### src/rtl/spi_cache_ctrl_pkg.sv
// cache_pkg: shared widths, FSM states and the request address layout for spi_cache_ctrl.
package cache_pkg;
  localparam int TAG_W = 15;
  localparam int IDX_W = 5;
  localparam int OFF_W = 3;
  typedef enum logic [2:0] {IDLE, LOOKUP, RESP, FILL_REQ, FILL, REREAD} cache_state_t;
  typedef struct packed {
    logic [TAG_W-1:0] tag;
    logic [IDX_W-1:0] index;
    logic [OFF_W-1:0] offset;
    logic             byte_off;
  } cache_addr_t;
endpackage

### src/rtl/spi_cache_ctrl_tag_store.sv
// cache_tag_store: per-line {valid, tag} flops with a combinational hit compare, one write port and clear-all.
module cache_tag_store
  import cache_pkg::*;
#(
  parameter int LINES = 32
) (
  input  logic             CLK,
  input  logic             RST_N,
  input  logic             clr_all,
  input  logic             we,
  input  logic [IDX_W-1:0] widx,
  input  logic [TAG_W-1:0] wtag,
  input  logic             wvalid,
  input  logic [IDX_W-1:0] ridx,
  input  logic [TAG_W-1:0] rtag,
  output logic             hit
);
  logic [TAG_W:0] lines_q [LINES];
  always_ff @(posedge CLK or negedge RST_N)
    if (!RST_N)
      for (int i = 0; i < LINES; i++) lines_q[i] <= '0;
    else if (clr_all)
      for (int i = 0; i < LINES; i++) lines_q[i][TAG_W] <= 1'b0;
    else if (we)
      lines_q[widx] <= {wvalid, wtag};
  assign hit = lines_q[ridx][TAG_W] && lines_q[ridx][TAG_W-1:0] == rtag;
endmodule

### src/rtl/spi_cache_ctrl.sv
// spi_cache_ctrl: direct-mapped read cache refilled from SPI flash in 8-word lines.
// Define CACHE_STATS_EN to build the saturating hit/miss counters.
module spi_cache_ctrl
  import cache_pkg::*;
#(
  parameter int LINES = 32,
  parameter int AW    = 24
) (
  input  logic          CLK,
  input  logic          RST_N,
  input  logic          req_valid,
  output logic          req_ready,
  input  logic [AW-1:0] req_addr,
  output logic          rsp_valid,
  output logic [15:0]   rsp_data,
  input  logic          flush,
  output logic          fill_req,
  input  logic          fill_ack,
  output logic [AW-1:0] fill_addr,
  input  logic          fill_valid,
  input  logic [15:0]   fill_data,
  output logic          RAM_EN,
  output logic [1:0]    RAM_WE,
  output logic [7:0]    RAM_A,
  output logic [15:0]   RAM_DI,
  input  logic [15:0]   RAM_DO,
  output logic [15:0]   hit_count,
  output logic [15:0]   miss_count
);
  cache_state_t     state;
  cache_addr_t      a_q;
  logic [OFF_W-1:0] cnt;
  logic             flush_pend, ram_en_q, hit, fill_wr, flush_now, tag_we, unused_byte;
  logic [7:0]       ram_a_q;
  assign unused_byte = a_q.byte_off;
  always_comb begin
    fill_wr   = state == FILL && fill_valid;
    flush_now = state == IDLE && (flush_pend || flush);
    req_ready = state == IDLE && !flush_pend && !flush;
    tag_we    = (state == LOOKUP && !hit) || (fill_wr && cnt == 3'd7);
    RAM_EN    = ram_en_q || fill_wr;
    RAM_WE    = fill_wr ? 2'b11 : 2'b00;
    RAM_A     = fill_wr ? {a_q.index, cnt} : ram_a_q;
    RAM_DI    = fill_wr ? fill_data : '0;
    rsp_data  = rsp_valid ? RAM_DO : '0;
  end
  cache_tag_store #(.LINES(LINES)) u_tags (
    .CLK(CLK), .RST_N(RST_N), .clr_all(flush_now), .we(tag_we),
    .widx(a_q.index), .wtag(a_q.tag), .wvalid(state == FILL),
    .ridx(a_q.index), .rtag(a_q.tag), .hit(hit)
  );
  always_ff @(posedge CLK or negedge RST_N)
    if (!RST_N) begin
      state      <= IDLE;
      a_q        <= '0;
      cnt        <= '0;
      flush_pend <= 1'b0;
      rsp_valid  <= 1'b0;
      ram_en_q   <= 1'b0;
      ram_a_q    <= '0;
      fill_req   <= 1'b0;
      fill_addr  <= '0;
    end else begin
      ram_en_q   <= 1'b0;
      rsp_valid  <= 1'b0;
      flush_pend <= state != IDLE && (flush_pend || flush);
      case (state)
        IDLE:
          if (req_valid && req_ready) begin
            a_q      <= cache_addr_t'(req_addr);
            ram_en_q <= 1'b1;
            ram_a_q  <= req_addr[8:1];
            state    <= LOOKUP;
          end
        LOOKUP:
          if (hit) begin
            rsp_valid <= 1'b1;
            state     <= RESP;
          end else begin
            fill_req  <= 1'b1;
            fill_addr <= AW'({a_q.tag, a_q.index, 4'b0});
            state     <= FILL_REQ;
          end
        RESP: state <= IDLE;
        FILL_REQ:
          if (fill_ack) begin
            fill_req <= 1'b0;
            cnt      <= '0;
            state    <= FILL;
          end
        FILL:
          if (fill_valid) begin
            cnt <= cnt + 3'd1;
            if (cnt == 3'd7) begin
              ram_en_q <= 1'b1;
              ram_a_q  <= {a_q.index, a_q.offset};
              state    <= REREAD;
            end
          end
        REREAD: begin
          rsp_valid <= 1'b1;
          state     <= RESP;
        end
        default: state <= IDLE;
      endcase
    end
`ifdef CACHE_STATS_EN
  always_ff @(posedge CLK or negedge RST_N)
    if (!RST_N) begin
      hit_count  <= '0;
      miss_count <= '0;
    end else if (state == LOOKUP) begin
      hit_count  <= hit_count + 16'(hit && hit_count != 16'hFFFF);
      miss_count <= miss_count + 16'(!hit && miss_count != 16'hFFFF);
    end
`else
  assign hit_count  = '0;
  assign miss_count = '0;
`endif
endmodule

### config.mk
export PLATFORM = sky130hd
export DESIGN_NAME = spi_cache_ctrl
export DESIGN_NICKNAME = d
export VERILOG_FILES = /design/src/rtl/spi_cache_ctrl_pkg.sv /design/src/rtl/spi_cache_ctrl_tag_store.sv /design/src/rtl/spi_cache_ctrl.sv
export SDC_FILE = /design/constraint.sdc
export NUM_CORES = 1
export LEC_CHECK = 0
export ABC_AREA = 1
export CAP_MARGIN = 20
export CORE_ASPECT_RATIO = 0.5
export CORE_MARGIN = 2
export CORE_UTILIZATION = 49
export CTS_CLUSTER_SIZE = 24
export DETAILED_ROUTE_END_ITERATION = 16
export PLACE_DENSITY = 0.76
export SLEW_MARGIN = 20
export SYNTH_ARGS = -nofsm -noshare
export SYNTH_HDL_FRONTEND = slang
export SYNTH_HIERARCHICAL = 1
export SYNTH_SLANG_ARGS = --single-unit
### constraint.sdc
create_clock -name CLK -period 4.6 [get_ports CLK]
set_input_delay 0.92 -clock CLK [delete_from_list [all_inputs] [get_ports CLK]]
set_output_delay 0.92 -clock CLK [all_outputs]
set_load 0.02 [all_outputs]
# After elaboration in Yosys (flattened, before gate mapping)
# Index checks and enable logic that the tools add are counted.
dict set report totals {
  reg_bits 573
  output_inout_bits 102
}
dict set report op_classes {
  addsub 1
  magnitude_cmp 2
  n_eq_ne 11
  n_mux 65
  bitwise 3
  reduce_logical 29
}
# operator count
set op_table {}
lappend op_table {{$bwmux 512} 1}
lappend op_table {{$mux 512} 1}
lappend op_table {{$bmux 16 s5} 1}
lappend op_table {{$demux 16 s5} 1}
lappend op_table {{$mux 16} 5}
lappend op_table {{$mux 1} 39}
lappend op_table {{$mux 8} 4}
lappend op_table {{$mux 3} 6}
lappend op_table {{$pmux 8 s2} 1}
lappend op_table {{$eq 15x15->1} 1}
lappend op_table {{$pmux 3 s5} 1}
lappend op_table {{$logic_and 1x1->1} 10}
lappend op_table {{$eq 3x3->1 const B} 3}
lappend op_table {{$ne 2x2->1 const B} 4}
lappend op_table {{$reduce_and 4->1} 2}
lappend op_table {{$reduce_bool 2->1} 4}
lappend op_table {{$ge 6x6->1 const B} 1}
lappend op_table {{$lt 6x1->1 const B} 1}
lappend op_table {{$not 5->6} 1}
lappend op_table {{$pmux 1 s2} 3}
lappend op_table {{$pmux 3 s2} 1}
lappend op_table {{$reduce_and 2->1} 3}
lappend op_table {{$reduce_and 3->1} 2}
lappend op_table {{$add 3x1->3 const B} 1}
lappend op_table {{9 further kinds} 14}

# Logic depth before layout (Yosys ltp)
# Gate-level depths: netlist of the first run.
dict set report depth {
  word_depth 11
  ltp_mapped 29
  ltp_nobuf 23
}

# Cells and area by module
# The synthesis of the first run kept the hierarchy.
# mod instances cells_per_inst area_each_um2 seq_area_each_um2
set modules_own_cells {}
lappend modules_own_cells {cache_tag_store 1 3066 23896.7 12812.3}
lappend modules_own_cells {spi_cache_ctrl 1 426 3255.6 1526.5}

# Least setup slack after synthesis of the first run
# OpenSTA, ideal clock, no wires.
dict set report synth_timing {
  path_type {register to register}
  start {register a_q[6] (netlist bit)}
  end {register u_tags/lines_q[371] (netlist bit)}
  arrival_time_ns 3.419
  t_required_ns 4.466
  setup_slack_ns 1.047
  path_stages_with_launch 24
  period_less_slack_ns 3.553
  cell_sequence {dfrtp_1 -> buf_2 -> buf_1 -> nand3_1 -> nand2_1 -> nand2_1 -> nand3_1 -> nand3b_1 -> nand2_1 -> inv_1 -> nand2_1 -> nor2_1 -> nand2_1 -> nor2_1 -> nor2_2 -> nand2_2 -> buf_2 -> nand2_1 -> clkinv_1 -> nor3_2 -> nand3_1 -> clkbuf_1 -> nand2_1 -> o21ai_0}
}
dict set report synth_via {
  elab_chain_len 10
  elab_cells_between_ends 16
  classes_between {order compare: 2; eq/ne: 1; mux: 6; bitwise: 1; reduce/logical: 6}
}
# item line
set synth_rtl {}
lappend synth_rtl {{start, declared} spi_cache_ctrl.sv:31} ;# cache_addr_t a_q;
lappend synth_rtl {{start signal, assigned} spi_cache_ctrl.sv:70} ;# a_q <= cache_addr_t'(req_addr);
lappend synth_rtl {{$not 5->6 (implied by the code) *} spi_cache_ctrl_tag_store.sv:26} ;# assign hit = lines_q[ridx][TAG_W] && lines_q[ridx][TAG_W-1:0] == rtag;
lappend synth_rtl {{$bmux 16 s5 *} spi_cache_ctrl_tag_store.sv:26}
lappend synth_rtl {{$mux 16 (implied by the code) * (2 in a row)} spi_cache_ctrl_tag_store.sv:26}
lappend synth_rtl {{$eq 15x15->1} spi_cache_ctrl_tag_store.sv:26}
lappend synth_rtl {{$logic_and 1x1->1 *} spi_cache_ctrl_tag_store.sv:26}
lappend synth_rtl {{net hit} spi_cache_ctrl.sv:33} ;# logic flush_pend, ram_en_q, hit, fill_wr, flush_now, tag_we, unused_byte;
lappend synth_rtl {{$logic_not 1->1 *} spi_cache_ctrl.sv:40} ;# tag_we = (state == LOOKUP && !hit) || (fill_wr && cnt == 3'd7);
lappend synth_rtl {{$logic_and 1x1->1 *} spi_cache_ctrl.sv:40}
lappend synth_rtl {{$logic_or 1x1->1 *} spi_cache_ctrl.sv:40}
lappend synth_rtl {{net tag_we} spi_cache_ctrl.sv:33}
lappend synth_rtl {{$reduce_and 2->1 (no line) *} -}
lappend synth_rtl {{end signal, assigned by index} spi_cache_ctrl_tag_store.sv:25} ;# lines_q[widx] <= {wvalid, wtag};
lappend synth_rtl {{end, declared} spi_cache_ctrl_tag_store.sv:18} ;# logic [TAG_W:0] lines_q [LINES];
# The timed path passes the listed nets; every way through them passes the cells marked *. The select of a mux whose other input is x is not followed.
# A chain may end at the register's enable or synchronous reset.

# Worst setup path in the final report of the first run
dict set report layout_timing {
  start {register a_q[4] (netlist bit)}
  end {register u_tags/lines_q[229] (netlist bit)}
}
# Same word-level chain as after synthesis.

==> impl_metrics.csv, run 1 <==
group,metric,value,unit
synth,synthTopCellsByCount,"nand2_1, dfrtp_1, nand3_1",
power,cellLeakagePower,14.3,nW
status,outcome,"completed",
synth,ys_seq_area_share,52.8,%
layout,utilization,56.9,%
timing,finClkSkew,25.6,ps
global_routing,antenna_found_initial,1,
setup_path,crit_type,"reg -> reg",
synth,syn_area_per_cell,7.78,um^2
routing,dr.pass1.iters,6,
timing,setup_viol,0,
timing,setup_tns,0,ps
setup_path,reg2regPathDepth,26,
setup_path,path_max_fanout,32,
placement,dp_cells,4175,
synth,synth.distinct_cells,30,
setup_path,r2r-end,"u_tags/lines_q[229]",
clock_network,htreeDepth,2,
timing,worst_pin_slew,1100,ps
layout,final_layout_size_suffix_gt1_share,6.29,%
timing,slew_headroom,26.3,%
routing,postRouteAntennaNets,0,
layout,instances_no_fill,4276,
routing,wl,77400,um
timing,hold_violations,0,
synth,async_flop_share,100,%
clock_network,ctsRootBufferMaster,"clkbuf_16",
global_routing,grt_pass1_vias,22306,
layout,syn_to_final_growth,13.8,%
global_routing,grt_usage,27.0,%
synth,synth_area_leader_cell,"dfrtp_1",
layout,nets,3554,
setup_path,slowest_delay,570,ps
power,power_density,647,nW/um^2
synth,synth-seq-cells,573,
setup_path,worst_path_max_delay_cell,"dfrtp_4",
setup_path,critical_path_depth,26,
setup_path,crit_path_end,"u_tags/lines_q[229]",
clock_network,clockBufferDepth,3,
die,core,54300,um^2
setup_path,start_kind,"flip-flop",
setup_path,cpMostUsedCell,"nand2_1",
clock_network,cts_tree,"yes",
setup_path,rr_startpoint,"a_q[4]",
die,rows,60,
timing,fin_hold_ws,275,ps
die,initial_core_util,50.0,%
timing,fin_crit,4360,ps
placement,port_buffers,126,
routing,via_per_inst,5.63,
layout,antenna_cells,0,
synth,synth_cells,3492,
routing,drc,0,
die,dieArea,57400,um^2
global_routing,grt_pass1_wl,122000,um
die,num_io_pins,164,
placement,place_ws,27.7,ps
placement,placed_cell_area,28900,um^2
flow_run,max-cap-violations,0,
clock_network,cts.clk_slew.worst_paths,60,ps
synth,synthTopCellsByArea,"dfrtp_1, nand2_1, nand3_1",
placement,hpwl,46900,um
setup_path,path_buf_inv,6,
power,p_total,20.0,mW
setup_path,crit_path_start,"a_q[4]",
global_routing,grt_max_degree,124,
synth,synth_ff_type,"dfrtp_1",
die,die_w,337,um
synth,yosysMostFrequentCell,"nand2_1",
synth,syn_area,27200,um^2
routing,routedWlPerCell,18.1,um
clock_network,clkLatencyLatePin,600,ps
synth,synth_edf_count,0,
setup_path,critPathCaptureType,"flip-flop",
routing,drt_iter0_markers,2999,
timing,final.period_utilization,94.7,%
timing,timing.final.max_slew_violations,0,
timing,fmax,230,MHz
setup_path,crit_arrival,4770,ps
die,die-height,170,um
setup_path,ff2ff_setup_slack,240,ps
routing,vias,24076,
timing,setup_ws,243,ps
placement,gp_congestion,0.898,
clock_network,numCtsBuffers,53,
clock_network,cts_num_sinks,573,
setup_path,crit_family,"simple AND/OR/NAND/NOR gates",
power,vdd_drop_max,0.000355,V
synth,synth_top_area_share,52.8,%
min_path,worstHoldPathType,"in -> async",
synth,ys_warn_count,6,
global_routing,grt-ovfl-total,0,
setup_path,worstPathRequired,5010,ps
layout,stdcell_area,30900,um^2
==> sequential cells by signal, indices dropped and copies added (netlist names) <==
signal,count
cnt,3
u_tags/lines_q,512
ram_en_q,1
fill_addr,20
flush_pend,1
fill_req,1
a_q,23
rsp_valid,1
state,3
ram_a_q,8
==> timing repair <==
action	CTS	global route
setup endpoints to repair	10	184
hold endpoints to repair	0	0
hold buffers	0	0
setup buffers	0	1
gates resized for setup	1	5
==> cells in the final DEF (no fill, tap or decap), types with 3 or more instances in the layout <==
cell             count
buf_12              17
buf_4               79
bufinv_16            8
clkbuf_1             8
clkbuf_16           54
clkbuf_8            18
clkdlybuf4s50_1    125
clkinv_1             4
clkinv_2             7
conb_1              36
dfrtp_1            570
inv_1               84
inv_2                4
nand2_1           1352
nand2_2              3
nand3_1            516
nand3b_1             6
nand4_1              5
nor2_1              59
nor2_4               3
nor3_2               7
o21ai_0            515
o21ai_1             25
o21ai_2              3
==> metal layers <==
metal / part of all wire [%] / up-vias / GRT usage, %
met5: 0.018 / - / 0
met4: 2.6 / 2 / 7.41
met3: 12 / 138 / 6.28
met2: 44 / 1286 / 41.9
met1: 42 / 11413 / 38.1
li1: - / 11237 / -
==> final cells by class <==
type / instances / area (um^2)
well taps: 744 / 931
clock inverters: 17 / 299
multi-input cells: 2542 / 11100
inverters: 94 / 363
flip-flops and latches: 573 / 14300
fillers: 4731 / 23400
repair buffers: 226 / 2280
clock buffers: 80 / 1630
==> worst min-delay path by stage <==
stage	slack (ps)	start	endpoint
2_1_floorplan	450	a_q[3]	a_q[3]
3_3_place_gp	460	fill_addr[18]	fill_addr[18]
3_5_place_dp	460	fill_addr[11]	fill_addr[11]
4_1_cts	300	RST_N	u_tags/lines_q[336]
5_1_grt	310	RST_N	u_tags/lines_q[336]
6_report	270	RST_N	u_tags/lines_q[336]
==> cells by family after synthesis <==
| family | Yosys count | share of synthesized area, % |
|---|---|---|
| flops | 573 | 52.8 |
| simple gates | 1959 | 30.0 |
| fa+ha+maj | 2 | 0.0921 |
| buf+inv | 412 | 7.02 |
| compound gates | 545 | 10.1 |
| other cells | 1 | 0.0138 |
==> power by group <==
group | internal (mW) | switching, mW | leakage [nW]
Combinational | 2.46 | 5.48 | 5.54
Sequential | 6.39 | 0.857 | 7.81
Clock | 2.89 | 1.94 | 0.952
Note: power is estimated with default switching activity, not from simulation.
==> run 2, diff against run 1 <==
ABC_AREA = not set   (was 1)
==> run 2 against run 1 <==
Effect of this change:
- non-clock buffer count is 63 higher
- worst hold slack better by 120 ps
- wire length decreased by 13%
- die area fell by 1.4%
- register-to-register slack lost 230 ps
- clock-buffer cell count fell by 1
- maximum frequency fell by 5.0%
- critical path depth decreased by 8
- sequential share of layout area shrank 1.6 points
- global-route usage down 3.0 points
- critical path type unchanged
- largest cell class unchanged
- largest power group unchanged
==> impl_metrics.csv, run 2 <==
group,metric,value,unit
routing,dr.pass1.iters,5,
layout,registers.top_by_ff_count,"u_tags/lines_q",
clock_network,cts_hold_buf,0,
status,outcome,"completed",
layout,final_cell_mix,"dfrtp_1, mux2_2, clkdlybuf4s50_1, mux4_2, buf_4",
setup_path,crit_arrival,5050,ps
timing,finClkSkew,20.1,ps
clock_network,numCtsBuffers,52,
global_routing,grt_usage,24.0,%
routing,vias,16569,
setup_path,start_kind,"flip-flop",
power,power_density,643,nW/um^2
routing,wl,67300,um
placement,port_buffers,126,
timing,timing.final.max_slew_violations,0,
synth,syn_area,26800,um^2
synth,yosysMostFrequentCell,"dfrtp_1",
synth,synth.distinct_cells,59,
routing,via_per_inst,5.92,
routing,postRouteAntennaNets,0,
placement,placed_cell_area,29900,um^2
clock_network,cts.clk_slew.worst_paths,60,ps
clock_network,clkLatencyLatePin,590,ps
die,dieArea,56600,um^2
layout,reg.largest.list,"u_tags/lines_q: 512 flops, a_q: 23 flops, fill_addr: 20 flops",
placement,gp_congestion,0.816,
global_routing,grt_pass1_vias,17088,
die,core,53800,um^2
routing,drt_iter0_markers,1483,
min_path,worstHoldPathType,"in -> async",
layout,syn_to_final_growth,19.7,%
layout,stdcell_area,32000,um^2
timing,slew_headroom,34.3,%
layout,regArea,14400,um^2
synth,synth_area_leader_cell,"dfrtp_1",
synth,synthTopCellsByCount,"dfrtp_1, mux2_2, mux4_2",
global_routing,grt-ovfl-total,0,
clock_network,ctsRootBufferMaster,"clkbuf_16",
synth,synth_edf_count,0,
timing,grt_setup_unrepaired,"true",
global_routing,grt_max_degree,103,
setup_path,critPathCaptureType,"flip-flop",
timing,final.period_utilization,99.6,%
clock_network,clockBufferDepth,3,
timing,fin_crit,4580,ps
die,num_io_pins,164,
routing,drc,0,
placement,hpwl,43000,um
setup_path,rr_startpoint,"a_q[5]",
synth,ys_warn_count,6,
layout,layout_commonest_cell,"dfrtp_1",
setup_path,worstPathRequired,5070,ps
global_routing,antenna_found_initial,1,
synth,synthTopCellsByArea,"dfrtp_1, mux2_2, mux4_2",
synth,syn_area_per_cell,14.5,um^2
power,cellLeakagePower,14.8,nW
die,rows,60,
die,initial_core_util,49.7,%
layout,nets,2105,
timing,fmax,218,MHz
synth,synth_cells,1849,
synth,async_flop_share,100,%
routing,routedWlPerCell,24.1,um
synth,synth-seq-cells,573,
die,die-height,169,um
synth,synth_ff_type,"dfrtp_1",
timing,setup_viol,0,
setup_path,worst_path_max_delay_cell,"mux4_2",
layout,nFillCells,4010,
global_routing,grt_pass1_wl,104000,um
setup_path,path_max_fanout,16,
flow_run,max-cap-violations,0,
synth,synth_top_area_share,53.6,%
setup_path,reg2regPathDepth,18,
layout,final_layout_size_suffix_gt1_share,46.6,%
synth,ys_seq_area_share,53.6,%
layout,multi_input_area,11800,um^2
setup_path,path_cells,"buf_12 -> mux4_2 -> mux2i_1 -> buf_4 -> nor2_1 -> a221oi_1 -> nand4_1 -> o2111ai_2 -> nor4_4 -> buf_6 -> nor4b_4 -> a21o_1 -> nand2_1 -> buf_4 -> or3_4 -> nor2_2 -> buf_12 -> mux2_2",
clock_network,cts_tree,"yes",
setup_path,r2r-end,"u_tags/lines_q[106]",
timing,worst_pin_slew,983,ps
setup_path,slowest_delay,530,ps
timing,setup_tns,0,ps
setup_path,crit_path_start,"a_q[5]",
timing,hold_violations,0,
clock_network,cts_num_sinks,573,
clock_network,htreeDepth,2,
power,vdd_drop_max,0.000399,V
layout,largest_register_ffs,512,
setup_path,crit_type,"reg -> reg",
setup_path,crit_path_end,"u_tags/lines_q[106]",
die,die_w,335,um
setup_path,ff2ff_setup_slack,20,ps
[run 2: kinds of logic after synthesis]
family | share of synthesized area (%)
muxes | 34.8
DFF | 53.6
and+or+nand+nor | 4.60
buffers and inverters | 3.51
AOI/OAI and AO/OA | 2.96
xor gates and xnor gates | 0.425
adders and majority gates | 0.0935
other | 0.0140
[run 2: area by class of cell]
cell class,count,area share (%)
Inverter,6,0.0703
Clock inverter,17,0.562
Sequential cell,573,44.8
Timing Repair Buffer,289,9.98
Clock buffer,79,4.85
Antenna cell,1,0.00781
Tap cell,713,2.78
Multi-Input combinational cell,1119,37.0
[run 2: worst min-delay path by stage]
stage                                   start                   to  slack [ps]  depth (start not counted)
after floorplan           u_tags/lines_q[427]  u_tags/lines_q[427]         470                          1
after global placement               fill_req             fill_req         470                          1
after detailed placement             fill_req             fill_req         480                          1
after CTS                               RST_N  u_tags/lines_q[473]         440                          1
after global routing                    RST_N  u_tags/lines_q[473]         480                          1
final                                   RST_N  u_tags/lines_q[473]         400                          1
[run 2: metal layers]
layer  GRT usage, %  share of wire [%]  vias to the layer above  wire (um)
li1               -                  -                     7097          -
met1           34.1                 43                     8897      29200
met2           38.4                 48                      493      32600
met3           4.74                6.5                       82       4360
met4           5.72                1.7                        0       1120
met5              0                  0                        -          0
[run 2: repair_timing]
action / 4_1_cts / 5_1_grt
buffers inserted: 9 / 1
gates resized for setup: 17 / 29
endpoints found under the setup margin: 480 / 482
pin swaps: 2 / 8
cloned: 2 / 1
hold endpoints to repair: 0 / 0
[run 2: where the power goes]
group	switching [mW]	internal, mW	total, mW
logic	4.07	4.22	8.29
clock network	1.90	2.50	4.40
registers	1.05	6.85	7.90
total	7.01	13.6	20.6
[run 2: stage by stage]
stage          instances  util (%)  total power, mW  setup WS [ps]  hold WS (ps)
2_1_floorplan       1884         -             13.0          -5.85           471
3_3_place_gp        2686      55.6             15.6           -312           466
3_5_place_dp        2687      55.6             15.9           -252           475
4_1_cts             2794      59.2             20.5          -49.3           439
5_1_grt             2796      59.5             21.6           -137           481
6_report            2797      59.5             20.6           16.4           395
[run 2: worst max-delay path, delay by kind of cell, from the launching register on]
family / cells / cell delay [ps]
simple gates: 7 / 1210
buf+inv: 5 / 840
mux: 3 / 1060
flops: 1 / 510
compound gates: 3 / 830
